--- src/rtl/serial_deser_pkg.sv ---
// Purpose: shared FSM encoding and line-level constants for the serial frame deserializer.
// Latency: n/a (declarations only).
// Backpressure: n/a.
package serial_deser_pkg;

  typedef enum logic [1:0] {
    ST_IDLE   = 2'd0,
    ST_DATA   = 2'd1,
    ST_PARITY = 2'd2,
    ST_STOP   = 2'd3
  } state_t;

  // Line idles low; a 1 marks the start of a frame and a 0 closes it.
  localparam logic START_BIT = 1'b1;
  localparam logic STOP_BIT  = 1'b0;

  // Even parity: XOR of data bits and parity bit must come out to this value.
  localparam logic PARITY_EVEN = 1'b0;

endpackage

--- src/rtl/word_holding_reg.sv ---
// Purpose: single-entry output buffer for assembled words with valid/ready handshake.
// Latency: a load request on edge k shows q_valid/Q after edge k.
// Backpressure: loads only when empty or draining this edge; otherwise drops and pulses overrun.
module word_holding_reg #(
  parameter int n = 4
) (
  input  logic         clk,
  input  logic         reset_n,
  input  logic         load_req,
  input  logic [n-1:0] load_dat,
  input  logic         q_ready,
  output logic [n-1:0] Q,
  output logic         q_valid,
  output logic         overrun
);

  logic drain;
  logic accept;

  assign drain  = q_valid && q_ready;
  assign accept = load_req && (!q_valid || drain);

  // Hold the word until consumed; a same-edge drain frees the slot for a new load.
  always_ff @(posedge clk or negedge reset_n) begin
    if (!reset_n) begin
      Q       <= '0;
      q_valid <= 1'b0;
      overrun <= 1'b0;
    end else begin
      overrun <= load_req && !accept;
      if (accept) begin
        Q       <= load_dat;
        q_valid <= 1'b1;
      end else if (drain) begin
        q_valid <= 1'b0;
      end
    end
  end

endmodule

--- src/rtl/serial_frame_deserializer.sv ---
// Purpose: frames start/n data/[parity]/stop serial bits into words, LSB- or MSB-first; parity via PARITY_CHECK_EN.
// Latency: q_valid rises right after the edge that samples a good stop bit.
// Backpressure: si_valid=0 stalls the FSM; a good word arriving at a full holding register is dropped with overrun.
module serial_frame_deserializer #(
  parameter int n = 4
) (
  input  logic         clk,
  input  logic         reset_n,
  input  logic         SI,
  input  logic         si_valid,
  input  logic         R_L_n,
  output logic [n-1:0] Q,
  output logic         q_valid,
  input  logic         q_ready,
  output logic         frame_err,
  output logic         parity_err,
  output logic         overrun
);

  import serial_deser_pkg::*;

  localparam int CNT_W = (n > 1) ? $clog2(n) : 1;
  localparam logic [CNT_W-1:0] LAST_CNT = CNT_W'(n - 1);

  state_t           state;
  logic [n-1:0]     shreg;
  logic [CNT_W-1:0] cnt;
  logic             ord_q;
  logic             stop_ok;
  logic             parity_ok;
  logic             commit;

  assign stop_ok = (SI == STOP_BIT);

`ifdef PARITY_CHECK_EN
  logic par_bit;
  logic parity_err_q;

  assign parity_ok  = (((^shreg) ^ par_bit) == PARITY_EVEN);
  assign parity_err = parity_err_q;
`else
  assign parity_ok  = 1'b1;
  assign parity_err = 1'b0;
`endif

  // Commit is decided combinationally on the stop-bit edge so the word lands in the holding register on that edge.
  assign commit = si_valid && (state == ST_STOP) && stop_ok && parity_ok;

  // Frame FSM, shift register and bit counter; error flags are one-cycle registered pulses.
  always_ff @(posedge clk or negedge reset_n) begin
    if (!reset_n) begin
      state     <= ST_IDLE;
      shreg     <= '0;
      cnt       <= '0;
      ord_q     <= 1'b0;
      frame_err <= 1'b0;
`ifdef PARITY_CHECK_EN
      par_bit      <= 1'b0;
      parity_err_q <= 1'b0;
`endif
    end else begin
      frame_err <= 1'b0;
`ifdef PARITY_CHECK_EN
      parity_err_q <= 1'b0;
`endif
      if (si_valid) begin
        case (state)
          ST_IDLE: begin
            if (SI == START_BIT) begin
              state <= ST_DATA;
              ord_q <= R_L_n;
              cnt   <= '0;
            end
          end
          ST_DATA: begin
            // LSB-first enters at the top so the first bit ends in bit 0; MSB-first is the mirror.
            if (ord_q) shreg <= {SI, shreg[n-1:1]};
            else       shreg <= {shreg[n-2:0], SI};
            if (cnt == LAST_CNT) begin
              cnt <= '0;
`ifdef PARITY_CHECK_EN
              state <= ST_PARITY;
`else
              state <= ST_STOP;
`endif
            end else begin
              cnt <= cnt + CNT_W'(1);
            end
          end
          ST_PARITY: begin
`ifdef PARITY_CHECK_EN
            par_bit <= SI;
`endif
            state <= ST_STOP;
          end
          ST_STOP: begin
            // A 1 in the stop slot is an error only; it never doubles as the next start bit.
            frame_err <= !stop_ok;
`ifdef PARITY_CHECK_EN
            parity_err_q <= !parity_ok;
`endif
            state <= ST_IDLE;
          end
          default: state <= ST_IDLE;
        endcase
      end
    end
  end

  word_holding_reg #(.n(n)) u_hold (
    .clk      (clk),
    .reset_n  (reset_n),
    .load_req (commit),
    .load_dat (shreg),
    .q_ready  (q_ready),
    .Q        (Q),
    .q_valid  (q_valid),
    .overrun  (overrun)
  );

endmodule

--- config.mk ---
export PLATFORM = sky130hd
export DESIGN_NAME = serial_frame_deserializer
export DESIGN_NICKNAME = d
export VERILOG_FILES = /design/src/rtl/serial_deser_pkg.sv /design/src/rtl/word_holding_reg.sv /design/src/rtl/serial_frame_deserializer.sv
export SDC_FILE = /design/constraint.sdc
export NUM_CORES = 1
export LEC_CHECK = 0
export ABC_AREA = 1
export CORE_AREA = 4 4 50 52
export CTS_CLUSTER_DIAMETER = 30
export DETAILED_ROUTE_END_ITERATION = 10
export DIE_AREA = 0 0 54 56
export PLACE_DENSITY = 0.73
export SYNTH_ARGS = -nofsm -noshare
export SYNTH_HDL_FRONTEND = slang
export SYNTH_SLANG_ARGS = --single-unit
--- constraint.sdc ---
create_clock -name clk -period 1.3 [get_ports clk]
set_input_delay 0.39 -clock clk [delete_from_list [all_inputs] [get_ports clk]]
set_output_delay 0.39 -clock clk [all_outputs]
set_load 0.1 [all_outputs]
Word-level counts from Yosys, hierarchy flattened
Cells that the tools add are included.
- add/subtract/negate cells: 1
- $mul: 0
- divide/modulo/power cells: 0
- order comparisons: 0
- equal/unequal tests: 6
- shift-type cells: 0
- mux-type cells: 11
- bitwise logic cells: 1
- reductions and logical operators: 15
- operators with widths (kind ; number):
    $reduce_and 3->1 ; 3
    $mux 2 ; 4
    $pmux 2 s4 ; 1
    $eq 2x2->1 const B ; 3
    $logic_and 1x1->1 ; 5
    $mux 1 ; 4
    $mux 4 ; 1
    $ne 2x2->1 const B ; 2
    $pmux 2 s2 ; 1
    $reduce_bool 2->1 ; 2
    $add 2x1->2 const B ; 1
    $eq 2x1->1 const B ; 1
    $logic_not 1->1 ; 2
    $logic_not 2->1 ; 1
    $reduce_and 2->1 ; 1
    $logic_or 1x1->1 ; 1
    $not 1->1 ; 1
- flip-flop bits (word level): 16
- bits in latches: 0
- bits in writable memories: 0
- memory bits (read-only): 0
- input bits: 6
- output and inout port bits: 8
- word-level logic and storage cells: 42
- memories: 0

Longest topological paths before layout
- word-level depth: 6
- mapped depth: 8
- mapped depth without buffers: 8

Hierarchy
Synthesis repeated with hierarchy kept, for this count alone.
- cell total of the unflattened synthesis: 99
- area, all modules: 784.5 um^2
- by module, submodules not included (module ; times used ; cells an instance ; area an instance (um^2) ; seq. area each (um^2)):
    serial_frame_deserializer ; 1 ; 75 ; 556.8 ; 250.2
    word_holding_reg ; 1 ; 24 ; 227.7 ; 150.1

Worst setup path before layout
OpenSTA, ideal clock, no wires.
- path kind: reg-to-reg
- from: reg u_hold.q_valid
- to: reg u_hold.Q[0]
- setup time: 0.067 ns
- arrival: 1.522 ns
- data required time: 1.233 ns
- slack: -0.289 ns
- stages on the path, launching flop included: 5
- path buffers: 0
- clock period less this slack: 1.589 ns
- path through: dfrtp_1 > nand2_1 > nand2_4 > nand2_1 > nand2_1
- word-level cells in the longest chain between the ends: 3
- elaborated cells between the ends (all ways): 4
- classes of those cells: reduce/logical (4)
- RTL lines (item ; RTL line ; text):
    start: declaration ; word_holding_reg.sv:13 ; output logic q_valid,
    start signal: assignment ; word_holding_reg.sv:27 ; q_valid <= 1'b0;
    start signal: assignment ; word_holding_reg.sv:33 ; q_valid <= 1'b1;
    start signal: assignment ; word_holding_reg.sv:35 ; q_valid <= 1'b0;
    $logic_not 1->1 or $logic_and 1x1->1 (tied branches) ; word_holding_reg.sv:21, word_holding_reg.sv:20 ;
    $logic_or 1x1->1 (*) ; word_holding_reg.sv:21 ; assign accept = load_req && (!q_valid || drain);
    $logic_and 1x1->1 (*) ; word_holding_reg.sv:21 ;
    end signal: assignment ; word_holding_reg.sv:32 ; Q <= load_dat;
    end: declaration ; word_holding_reg.sv:12 ; output logic [n-1:0] Q,
Mark *: on every way between the ends. The rest lies on a longest branch, timed or not.
A chain may end at the register's enable or synchronous reset.

Worst setup path in the final report
- from: reg u_hold.q_valid
- to: out q_valid
- RTL lines (item ; RTL line ; text):
    end: declaration ; serial_frame_deserializer.sv:13 ; output logic q_valid,
No word-level cell between the ends.

==> flow_summary.toml <==
[run_status]
status = "finished clean"

[yosys]
synth_area_leaders = "dfrtp_1 50%, nand2_1 17%, nand3_1 6.9%"
syn_nets = 108
ys_seq_area_share_pct = 50.3
synth.top_cells.by_count = "37 x nand2_1, 16 x dfrtp_1, 13 x inv_1"
postSynthAreaPerCell_sq_um = 8.12
ys_ff_latch = 16
synthCells = 98
synthFlopType = "dfrtp_1"
yosys.area.top_type = "dfrtp_1"
yosysUniqueCellTypes = 17
synth_edf_count = 0
synthArstFlopShare_pct = 100
yosysMostFrequentCell = "nand2_1"
synth_area_sq_um = 796
yosys_warnings = 0
synth_top_area_share_pct = 50.3

[cts]
cts.clk_slew.worst_paths_ps = 90
hold_buffers = 0
cts_buffer_depth = 2
htreeDepth = 1
insertion_delay_ps = 280
root_buffer = "clkbuf_4"
cts_made_buffers = 3
cts.sink_count = 16
cts_tree = "built"

[pwr]
p_total_uw = 2690
comb_power_share_pct = 55.5
leakage_uw = 0.000576
internal_power_uw = 1410
p_clk_share_pct = 11.9
ir_drop_uv = 1350
power_density_nw_per_um2 = 2460
pwr-share-seq_pct = 32.7
switching_share_pct = 47.5
p_sw_uw = 1280

[finish]
syn2layout_area_growth_pct = 37.4
fill_cells = 201
final_cell_count_no_fill = 145
drive_above_1_share_pct = 22.2
fin_nets = 128
antenna_cells = 0

[detailed_routing]
drt-wirelength-per-cell_microns = 9.88
avgViaCountPerCell = 4.41
drt-initial-drc-count = 8
drt-total-wl_mm = 1.43
num_vias = 639
route.detailed.drc = 0
drtAntennaViolNets = 0
drt_first_pass_iters = 4

[global_route]
grt_pass1_wl_mm = 2.36
grt_use_total_pct = 10.5
first_global_vias = 589
grt_max_degree = 17
antenna_found_initial = 0
overflow = 0

[worst_setup_path]
crit_required_ps = 910
cp-start-kind = "flop"
reg2reg_slack_ps = 100
max_stage_delay_ps = 430
r2r_cells = 8
cp.buffers_inverters = 1
crit_slowest_cell = "dfrtp_2"
crit_type = "flop to output pin"
cp.arrival_ps = 880
cp_top_family = "flip-flops"
crit_fanout = 2
worst-path-stages = 1
crit_chain = "buf_12"
crit_path_end_kind = "output pin"

[placed_design]
io_buffers = 12
finalWeightedCongestion = 0.792
place_ws_ps = -249
dp_hpwl_mm = 1.17
dp.cells = 138

[sta]
tns_ps = 0
hold_viol_final = 0
layout_setup_ws_ps = 27.4
post-route-period-util_pct = 97.9
max_freq_mhz = 786
post-route-min-period_ps = 1270
whs_ps = 425
rsz0062_at_grt = "yes"
slew_viol_final = 0
setup_viol = 0
skew_ps = 0.536

[floorplan]
ios = 14
rows = 17
dieWidth_microns = 54
die_y_microns = 56
core-area_sq_um = 2110
dieArea_sq_um = 3020
start_util_pct = 37.8

[run]
cap_violations = 0

[hold_path]
worstHoldPathType = "primary input to async pin"
-- placed cells by master (no fill, tap or decap), types with 3 or more instances in the layout --
| cell | count |
|---|---|
| clkdlybuf4s50_1 | 4 |
| nand3_1 | 11 |
| clkbuf_4 | 3 |
| inv_1 | 11 |
| nand2_2 | 3 |
| nand2_1 | 36 |
| buf_4 | 5 |
| dfrtp_1 | 15 |
| buf_12 | 7 |
| o21ai_0 | 4 |
-- worst paths after layout --
kind / from / to
worst max-delay path: u_hold.q_valid / q_valid
worst min-delay path: reset_n / u_hold.Q[3]
worst max register to register: state[0] / state[1]
worst min register to register: cnt[1] / cnt[1]
max in group asynchronous: reset_n / u_hold.q_valid
min in group clk: SI / u_hold.overrun
-- repair_timing --
item | in CTS | in global routing
setup buffers | 0 | 3
endpoints found under the setup margin | 0 | 10
resized for setup | 0 | 6
-- through the flow --
step	cell area [sq um]	utilization, %
6_report	1090	51.9
5_1_grt	1090	51.9
3_5_place_dp	1020	48.7
2_1_floorplan	797	-
3_3_place_gp	1020	48.7
4_1_cts	1060	50.4
-- sequential cells by signal, summed over array words and instances, names as in the netlist --
signal,cells
ord_q,1
u_hold.overrun,1
cnt,2
frame_err,1
u_hold.Q,4
state,2
shreg,4
u_hold.q_valid,1
-- layout make-up --
type,count,area (sq um),area share [%]
clock buffer,4,36.3,3.32
inverter,13,48.8,4.46
multi-input combinational,67,342,31.2
sequential,16,402,36.7
tap,28,35.0,3.20
timing repair buffer,17,230,21.1
-- per-layer routing --
layer	up-vias	global-route usage, %	routed length (microns)
met5	-	0	0
met3	2	2.68	78
met1	284	11.8	617
met4	0	5.34	9
li1	340	-	-
met2	13	17.5	726
-- power by group through the flow --
stage	logic, uW	clock network [uW]	registers (uW)
after global placement	1380	0	885
after detailed placement	1420	0	893
after floorplan	537	0	1290
after global routing	1610	352	907
after CTS	1430	335	882
final	1490	319	878
-- logic make-up after synthesis --
logic type / Yosys count / share of synthesized area, %
AND/OR/NAND/NOR: 56 / 31.1
flip-flops: 16 / 50.3
buffers and inverters: 15 / 7.70
AO/OA/AOI/OAI: 6 / 4.09
adder cells (fa/ha/maj): 4 / 6.29
other: 1 / 0.471
Power figures use the tool's default switching activity.
